--- src/rtl/uart_rx_fifo_pkg.sv ---
// Shared constants and state encodings for the UART receive FIFO.
package uart_rx_fifo_pkg;

  localparam logic [7:0] XON  = 8'h11;
  localparam logic [7:0] XOFF = 8'h13;

  typedef enum logic {
    IDLE,
    GAP
  } rd_state_e;

  typedef enum logic [2:0] {
    RUN,
    SEND_OFF,
    GUARD_OFF,
    PAUSED,
    SEND_ON,
    GUARD_ON
  } fc_state_e;

endpackage

--- src/rtl/uart_rx_fifo_if.sv ---
// Byte in/out, status and flow-control signals of the UART receive FIFO.
// master = surrounding system (UART + consumer), slave = the FIFO.
interface uart_rx_fifo_if #(
  parameter int DEPTH_LOG2 = 4
);
  logic                  in_received;
  logic [7:0]            in_byte;
  logic                  in_error;
  logic                  out_ready;
  logic                  out_received;
  logic [7:0]            out_byte;
  logic [DEPTH_LOG2:0]   count;
  logic                  overflow;
  logic                  clear_overflow;
  logic [7:0]            fc_tx_byte;
  logic                  fc_transmit;
  logic                  is_transmitting;

  modport master (
    output in_received, in_byte, in_error, out_ready, clear_overflow, is_transmitting,
    input  out_received, out_byte, count, overflow, fc_tx_byte, fc_transmit
  );

  modport slave (
    input  in_received, in_byte, in_error, out_ready, clear_overflow, is_transmitting,
    output out_received, out_byte, count, overflow, fc_tx_byte, fc_transmit
  );
endinterface

--- src/rtl/uart_rx_fifo_mem.sv ---
// 2^DEPTH_LOG2 x 8 storage: synchronous write, combinational read.
module uart_rx_fifo_mem #(
  parameter int DEPTH_LOG2 = 4
) (
  input  logic                  clk,
  input  logic                  we,
  input  logic [DEPTH_LOG2-1:0] waddr,
  input  logic [7:0]            wdata,
  input  logic [DEPTH_LOG2-1:0] raddr,
  output logic [7:0]            rdata
);
  localparam int DEPTH = 1 << DEPTH_LOG2;

  logic [DEPTH-1:0][7:0] mem;

  // Write port; contents need no reset since count gates every read.
  always_ff @(posedge clk) begin
    if (we) mem[waddr] <= wdata;
  end

  assign rdata = mem[raddr];

endmodule

--- src/rtl/uart_rx_fifo.sv ---
// UART receive buffer: captures UART byte strobes into a FIFO and replays
// them to the consumer as paced one-cycle strobes.
// Optional XON/XOFF flow control: define UART_RX_FIFO_XONXOFF_EN.
module uart_rx_fifo
  import uart_rx_fifo_pkg::*;
#(
  parameter int DEPTH_LOG2 = 4,
  parameter int GAP_CYCLES = 1,
  parameter int HI_WATER   = 12,
  parameter int LO_WATER   = 4
) (
  input  logic           clk,
  input  logic           rst_n,
  uart_rx_fifo_if.slave  bus
);
  localparam int                  DEPTH    = 1 << DEPTH_LOG2;
  localparam logic [DEPTH_LOG2:0] FULL     = (DEPTH_LOG2+1)'(DEPTH);
  localparam int                  GW       = (GAP_CYCLES > 1) ? $clog2(GAP_CYCLES) : 1;
  localparam int                  GAP_LAST = (GAP_CYCLES > 0) ? GAP_CYCLES - 1 : 0;

  logic [DEPTH_LOG2-1:0] wptr, rptr;
  logic [DEPTH_LOG2:0]   cnt;
  logic [7:0]            rdata;
  logic                  push_req, full, pop, push;
  logic                  ovf;
  rd_state_e             rd_state;
  logic [GW-1:0]         gap_cnt;
  logic                  out_strobe;
  logic [7:0]            out_data;

  assign push_req = bus.in_received & ~bus.in_error;
  assign full     = (cnt == FULL);
  assign pop      = (rd_state == IDLE) && (cnt != '0) && bus.out_ready;
  // A pop on the same edge frees a slot, so a full FIFO still accepts.
  assign push     = push_req && (!full || pop);

  uart_rx_fifo_mem #(.DEPTH_LOG2(DEPTH_LOG2)) u_mem (
    .clk   (clk),
    .we    (push),
    .waddr (wptr),
    .wdata (bus.in_byte),
    .raddr (rptr),
    .rdata (rdata)
  );

  // Write pointer and fill level.
  always_ff @(posedge clk or negedge rst_n) begin
    if (!rst_n) begin
      wptr <= '0;
      cnt  <= '0;
    end else begin
      if (push) wptr <= wptr + 1'b1;
      case ({push, pop})
        2'b10:   cnt <= cnt + 1'b1;
        2'b01:   cnt <= cnt - 1'b1;
        default: ;
      endcase
    end
  end

  // Sticky overflow; clear takes priority over a same-edge drop.
  always_ff @(posedge clk or negedge rst_n) begin
    if (!rst_n)                         ovf <= 1'b0;
    else if (bus.clear_overflow)        ovf <= 1'b0;
    else if (push_req && full && !pop)  ovf <= 1'b1;
  end

  // Read FSM: pop one byte, emit a one-cycle strobe, then idle GAP_CYCLES.
  always_ff @(posedge clk or negedge rst_n) begin
    if (!rst_n) begin
      rd_state   <= IDLE;
      gap_cnt    <= '0;
      rptr       <= '0;
      out_strobe <= 1'b0;
      out_data   <= 8'h00;
    end else begin
      case (rd_state)
        IDLE: begin
          out_strobe <= 1'b0;
          if (pop) begin
            out_data   <= rdata;
            out_strobe <= 1'b1;
            rptr       <= rptr + 1'b1;
            gap_cnt    <= '0;
            if (GAP_CYCLES != 0) rd_state <= GAP;
          end
        end
        GAP: begin
          out_strobe <= 1'b0;
          if (gap_cnt == GW'(GAP_LAST)) rd_state <= IDLE;
          else                          gap_cnt  <= gap_cnt + 1'b1;
        end
        default: rd_state <= IDLE;
      endcase
    end
  end

  assign bus.out_received = out_strobe;
  assign bus.out_byte     = out_data;
  assign bus.count        = cnt;
  assign bus.overflow     = ovf;

`ifdef UART_RX_FIFO_XONXOFF_EN
  localparam logic [DEPTH_LOG2:0] HI = (DEPTH_LOG2+1)'(HI_WATER);
  localparam logic [DEPTH_LOG2:0] LO = (DEPTH_LOG2+1)'(LO_WATER);

  fc_state_e  fc_state;
  logic       fc_tx;
  logic [7:0] fc_byte;

  // Flow-control FSM: XOFF at high water, XON once drained to low water.
  // Guard states give the UART a cycle to raise its busy flag.
  always_ff @(posedge clk or negedge rst_n) begin
    if (!rst_n) begin
      fc_state <= RUN;
      fc_tx    <= 1'b0;
      fc_byte  <= 8'h00;
    end else begin
      fc_tx <= 1'b0;
      case (fc_state)
        RUN:       if (cnt >= HI) fc_state <= SEND_OFF;
        SEND_OFF:  if (!bus.is_transmitting) begin
                     fc_byte  <= XOFF;
                     fc_tx    <= 1'b1;
                     fc_state <= GUARD_OFF;
                   end
        GUARD_OFF: fc_state <= PAUSED;
        PAUSED:    if (cnt <= LO) fc_state <= SEND_ON;
        SEND_ON:   if (!bus.is_transmitting) begin
                     fc_byte  <= XON;
                     fc_tx    <= 1'b1;
                     fc_state <= GUARD_ON;
                   end
        GUARD_ON:  fc_state <= RUN;
        default:   fc_state <= RUN;
      endcase
    end
  end

  assign bus.fc_transmit = fc_tx;
  assign bus.fc_tx_byte  = fc_byte;
`else
  // No flow control: outputs tied off, busy flag and water marks unused.
  logic unused_fc;
  assign unused_fc = bus.is_transmitting | (HI_WATER < 0) | (LO_WATER < 0);

  assign bus.fc_transmit = 1'b0;
  assign bus.fc_tx_byte  = 8'h00;
`endif

endmodule

--- src/flat_wrapper.sv ---
// flat-port wrapper written by rule: the top's interface ports become plain ports
module uart_rx_fifo_flat import uart_rx_fifo_pkg::*;
#(
  parameter int DEPTH_LOG2 = 4,
  parameter int GAP_CYCLES = 1,
  parameter int HI_WATER   = 12,
  parameter int LO_WATER   = 4
)
  (clk, rst_n, bus_in_received, bus_in_byte, bus_in_error, bus_out_ready, bus_clear_overflow, bus_is_transmitting, bus_out_received, bus_out_byte, bus_count, bus_overflow, bus_fc_tx_byte, bus_fc_transmit);
  uart_rx_fifo_if #(.DEPTH_LOG2(DEPTH_LOG2)) bus_i ();
  input  logic clk;
  input  logic rst_n;
  input wire logic [$bits(bus_i.in_received)-1:0] bus_in_received;
  input wire logic [$bits(bus_i.in_byte)-1:0] bus_in_byte;
  input wire logic [$bits(bus_i.in_error)-1:0] bus_in_error;
  input wire logic [$bits(bus_i.out_ready)-1:0] bus_out_ready;
  input wire logic [$bits(bus_i.clear_overflow)-1:0] bus_clear_overflow;
  input wire logic [$bits(bus_i.is_transmitting)-1:0] bus_is_transmitting;
  output wire logic [$bits(bus_i.out_received)-1:0] bus_out_received;
  output wire logic [$bits(bus_i.out_byte)-1:0] bus_out_byte;
  output wire logic [$bits(bus_i.count)-1:0] bus_count;
  output wire logic [$bits(bus_i.overflow)-1:0] bus_overflow;
  output wire logic [$bits(bus_i.fc_tx_byte)-1:0] bus_fc_tx_byte;
  output wire logic [$bits(bus_i.fc_transmit)-1:0] bus_fc_transmit;
  assign bus_i.in_received = bus_in_received;
  assign bus_i.in_byte = bus_in_byte;
  assign bus_i.in_error = bus_in_error;
  assign bus_i.out_ready = bus_out_ready;
  assign bus_i.clear_overflow = bus_clear_overflow;
  assign bus_i.is_transmitting = bus_is_transmitting;
  assign bus_out_received = bus_i.out_received;
  assign bus_out_byte = bus_i.out_byte;
  assign bus_count = bus_i.count;
  assign bus_overflow = bus_i.overflow;
  assign bus_fc_tx_byte = bus_i.fc_tx_byte;
  assign bus_fc_transmit = bus_i.fc_transmit;
  uart_rx_fifo #(.DEPTH_LOG2(DEPTH_LOG2), .GAP_CYCLES(GAP_CYCLES), .HI_WATER(HI_WATER), .LO_WATER(LO_WATER)) u_core (.clk(clk), .rst_n(rst_n), .bus(bus_i));
endmodule
--- config.mk ---
export PLATFORM = sky130hd
export DESIGN_NAME = uart_rx_fifo_flat
export DESIGN_NICKNAME = d
export VERILOG_FILES = /design/src/rtl/uart_rx_fifo_pkg.sv /design/src/rtl/uart_rx_fifo_if.sv /design/src/rtl/uart_rx_fifo_mem.sv /design/src/rtl/uart_rx_fifo.sv /design/src/flat_wrapper.sv
export SDC_FILE = /design/constraint.sdc
export NUM_CORES = 1
export LEC_CHECK = 0
export CAP_MARGIN = 20
export CORE_AREA = 8 8 154 156
export CTS_CLUSTER_DIAMETER = 50
export DETAILED_ROUTE_END_ITERATION = 7
export DIE_AREA = 0 0 162 164
export GPL_TIMING_DRIVEN = 0
export PLACE_DENSITY = 0.55
export RECOVER_POWER = 25
export SYNTH_ARGS = -nofsm -noshare
export SYNTH_HDL_FRONTEND = slang
export SYNTH_SLANG_ARGS = --single-unit
--- constraint.sdc ---
create_clock -name clk -period 2.8 [get_ports clk]
set_input_delay 0.42 -clock clk [delete_from_list [all_inputs] [get_ports clk]]
set_output_delay 0.42 -clock clk [all_outputs]
set_load 0.01 [all_outputs]
==> run summary <==
Status = finished clean
Vias in the first global route = 3246
Area of the multi-input gates = 1642 um2
Startpoint types = flip-flop
Slew headroom = 28.52%
Crit path DAT = 2.94 ns
Overflow after GRT = 0
I/O Buffers = 28
Hold WC Path Type = input port to asynchronous set/reset pin
Netlist Area Pre-Place = 6228 um2
Tmin final = 2.630 ns
RSZ-0062 raised after global routing = no
Worst-path maximum fanout = 9
Initial Utilization = 29.17%
Placement Cell Area = 6917 um2
Post-synth ARST share = 15.23%
Final hold vios = 0
Placer congestion estimate = 0.7312
Top FF cell, synth = edfxtp_1
Htree depth = 4
Clock Path Buffers = 2
Power consumption = 7.239 mW
CTS buffer count = 17
Cell variety after synth = 41
PD cells = 961.9 nW/um2
CTS Sinks = 151
Cell chain of the critical path = nor4_4 -> buf_4 -> a31oi_4 -> inv_1 -> ha_2 -> xor2_1 -> ha_1 -> o211a_1 -> o31ai_1 -> a31oi_1 -> xnor2_1
Setup violators final = 0
Boundary pin count = 39
Crit. End Element = flip-flop
Area grow syn2layout = 20.83%
Worst-Skew Late Latency = 0.42 ns
Total vias in the final route = 3075
Post-route cell area = 7526 um2
Initial antenna violation count = 0
ANT cells = 0
DP Wirelength = 8514 um
Max Cap Viol = 0
Via-per-instance ratio = 4.457
Drt drc = 0
Most common cell after layout, fill and taps aside = edfxtp_1
Reg-to-reg critical path endpoint = u_core.bus.count[4]
Reg2Reg Depth = 11
CTS Root Cell = clkbuf_16
CP max stage delay = 0.46 ns
Hold bufs inserted after CTS = 0
FILL cells = 2018
Mapped Cells = 338
Nets@finish = 421
Setup WS post-layout = 0.1695 ns
First-pass GRT wire length = 19370 um
Setup CP Type = flip-flop to flip-flop
Final Cycle Share = 93.95%
Die Span Y = 164 um
Leak pwr = 2.599 nW
GRT Total Usage = 9.899%
Drt first pass iters = 5
F_max = 380.2 MHz
Clock skew = 0.008127 ns
Final Slew Violations = 0
Die area = 26570 um2
CTS clk-pin slew, worst paths = 0.06 ns
CORE AREA = 21350 um2
Post-synth EDFFs = 128
Post-Place Setup Slack = -0.4787 ns
Ys Warns = 0
Avg WL per Cell = 18.10 um
Die X = 162 um
Peak VDD IR = 0.0004458 V
Worst Tran Pin Value = 1.072 ns
Setup TNS = 0 ns
CP Data Required Time = 3.11 ns
CP max stage cell = dfrtp_2
Final wirelength = 12490 um
Commonest cells after routing, fill and taps aside = edfxtp_1, mux4_2, clkdlybuf4s50_1
Detailed Route Iter0 Violations = 230
Flop2flop setup slack = 0.17 ns
Register area = 4423 um2
Share of layout cells above drive strength 1 = 21.22%
Worst hold slack = 0.3093 ns
CTS tree = done
Pin count of the biggest net entering global routing = 24
Rows = 54
Sequential fraction of the synthesis area = 70.95%
Synthesized area per cell = 18.43 um2
#FFs+latches synth = 151
Post-DRT Antenna Nets = 0
Worst R2R Start = u_core.bus.count[0]
flip-flops by register name, summed over array words and instances, names as in the netlist:
| name | flops |
|---|---|
| u_core.bus.count | 5 |
| u_core.bus.out_byte | 8 |
| u_core.bus.out_received | 1 |
| u_core.bus.overflow | 1 |
| u_core.rptr | 4 |
| u_core.u_mem.mem | 128 |
| u_core.wptr | 4 |
worst max-delay path by stage:
stage / from / slack [ns] / endpoint / cells after the start
2_1_floorplan: u_core.bus.count[2] / 0.06 / u_core.bus.count[4] / 13
3_3_place_gp: bus_out_ready / -0.49 / u_core.u_mem.mem[25] / 5
3_5_place_dp: bus_out_ready / -0.48 / u_core.bus.count[4] / 12
4_1_cts: u_core.bus.count[1] / 0.02 / u_core.bus.count[4] / 11
5_1_grt: u_core.bus.count[0] / 0.004 / u_core.bus.count[4] / 11
6_report: u_core.bus.count[0] / 0.17 / u_core.bus.count[4] / 11
cell usage after synthesis (2+ instances only):
cell type  number  area, um2
edfxtp_1      128       3844
a22o_1          8      70.07
nand2b_1        5      31.28
a21oi_1        11      55.05
nand2_1        10      37.54
a211o_1         8      70.07
nor2b_1         9      56.30
xnor2_1         8      70.07
buf_6           2      22.52
dfrtp_1        23      575.6
mux2i_1         8      80.08
buf_2           5      25.02
xor2_1          3      26.28
buf_4          11      82.58
mux4_2         24      540.5
nand4_1         2      12.51
mux4_1          8      210.2
nor2_1         16      60.06
o21ai_0         4      20.02
buf_1           2      7.510
nor3_1          4      20.02
clkbuf_1        7      26.28
ha_1            9      112.6
inv_1           6      22.52
metrics by stage:
step	cells	utilization [%]
global route	690	35.25
floorplan	346	-
finish	690	35.25
global placement	654	32.27
detailed placement	658	32.40
CTS	688	35.18
timing repair:
action | 4_1_cts | 5_1_grt
gates resized for setup | 5 | 2
pin swaps | 1 | 1
setup endpoints to repair | 11 | 2
buffers inserted | 0 | 1
critical path, delay by kind of cell (launching register included):
kind | cells | cell delay, ns
AO/OA/AOI/OAI | 4 | 0.69
adder cells (fa/ha/maj) | 2 | 0.50
flip-flops | 1 | 0.46
AND/OR/NAND/NOR | 1 | 0.34
buffers and inverters | 2 | 0.31
XOR/XNOR | 2 | 0.22
logic make-up (layout without fill, tap and decap cells):
group	after synthesis	count (layout)	share of synthesized area, %
XOR/XNOR	11	11	1.547
adder cells (fa/ha/maj)	9	9	1.808
AND/OR/NAND/NOR	50	50	4.018
other	1	9	0.06021
AO/OA/AOI/OAI	39	39	4.600
buffers and inverters	36	100	3.495
multiplexers	41	41	13.52
flip-flops	151	151	70.95
metal layers:
| metal | wire length, um | part of all wire [%] | track usage, % | vias up |
|---|---|---|---|---|
| met5 | 0 | 0 | 0 | - |
| li1 | - | - | - | 1436 |
| met3 | 660 | 5.3 | 3.208 | 20 |
| met4 | 252 | 2.0 | 4.503 | 0 |
| met1 | 5779 | 46 | 12.37 | 1554 |
| met2 | 5799 | 46 | 15.44 | 65 |
report_power, final:
part / switching (mW) / internal (mW) / total, mW
registers: 0.165 / 2.70 / 2.87
logic: 1.09 / 1.07 / 2.16
clock network: 0.901 / 1.31 / 2.21
total: 2.15 / 5.09 / 7.24
area by class of cell:
type	instances	share of cell area [%]
inverters	7	0.3491
clock buffers	17	5.653
plain buffers	27	2.477
well taps	280	4.655
clock inverters	15	2.045
flip-flops and latches	151	58.77
multi-input cells	159	21.81
repair buffers	34	4.239
Note: power is estimated with default switching activity, not from simulation.
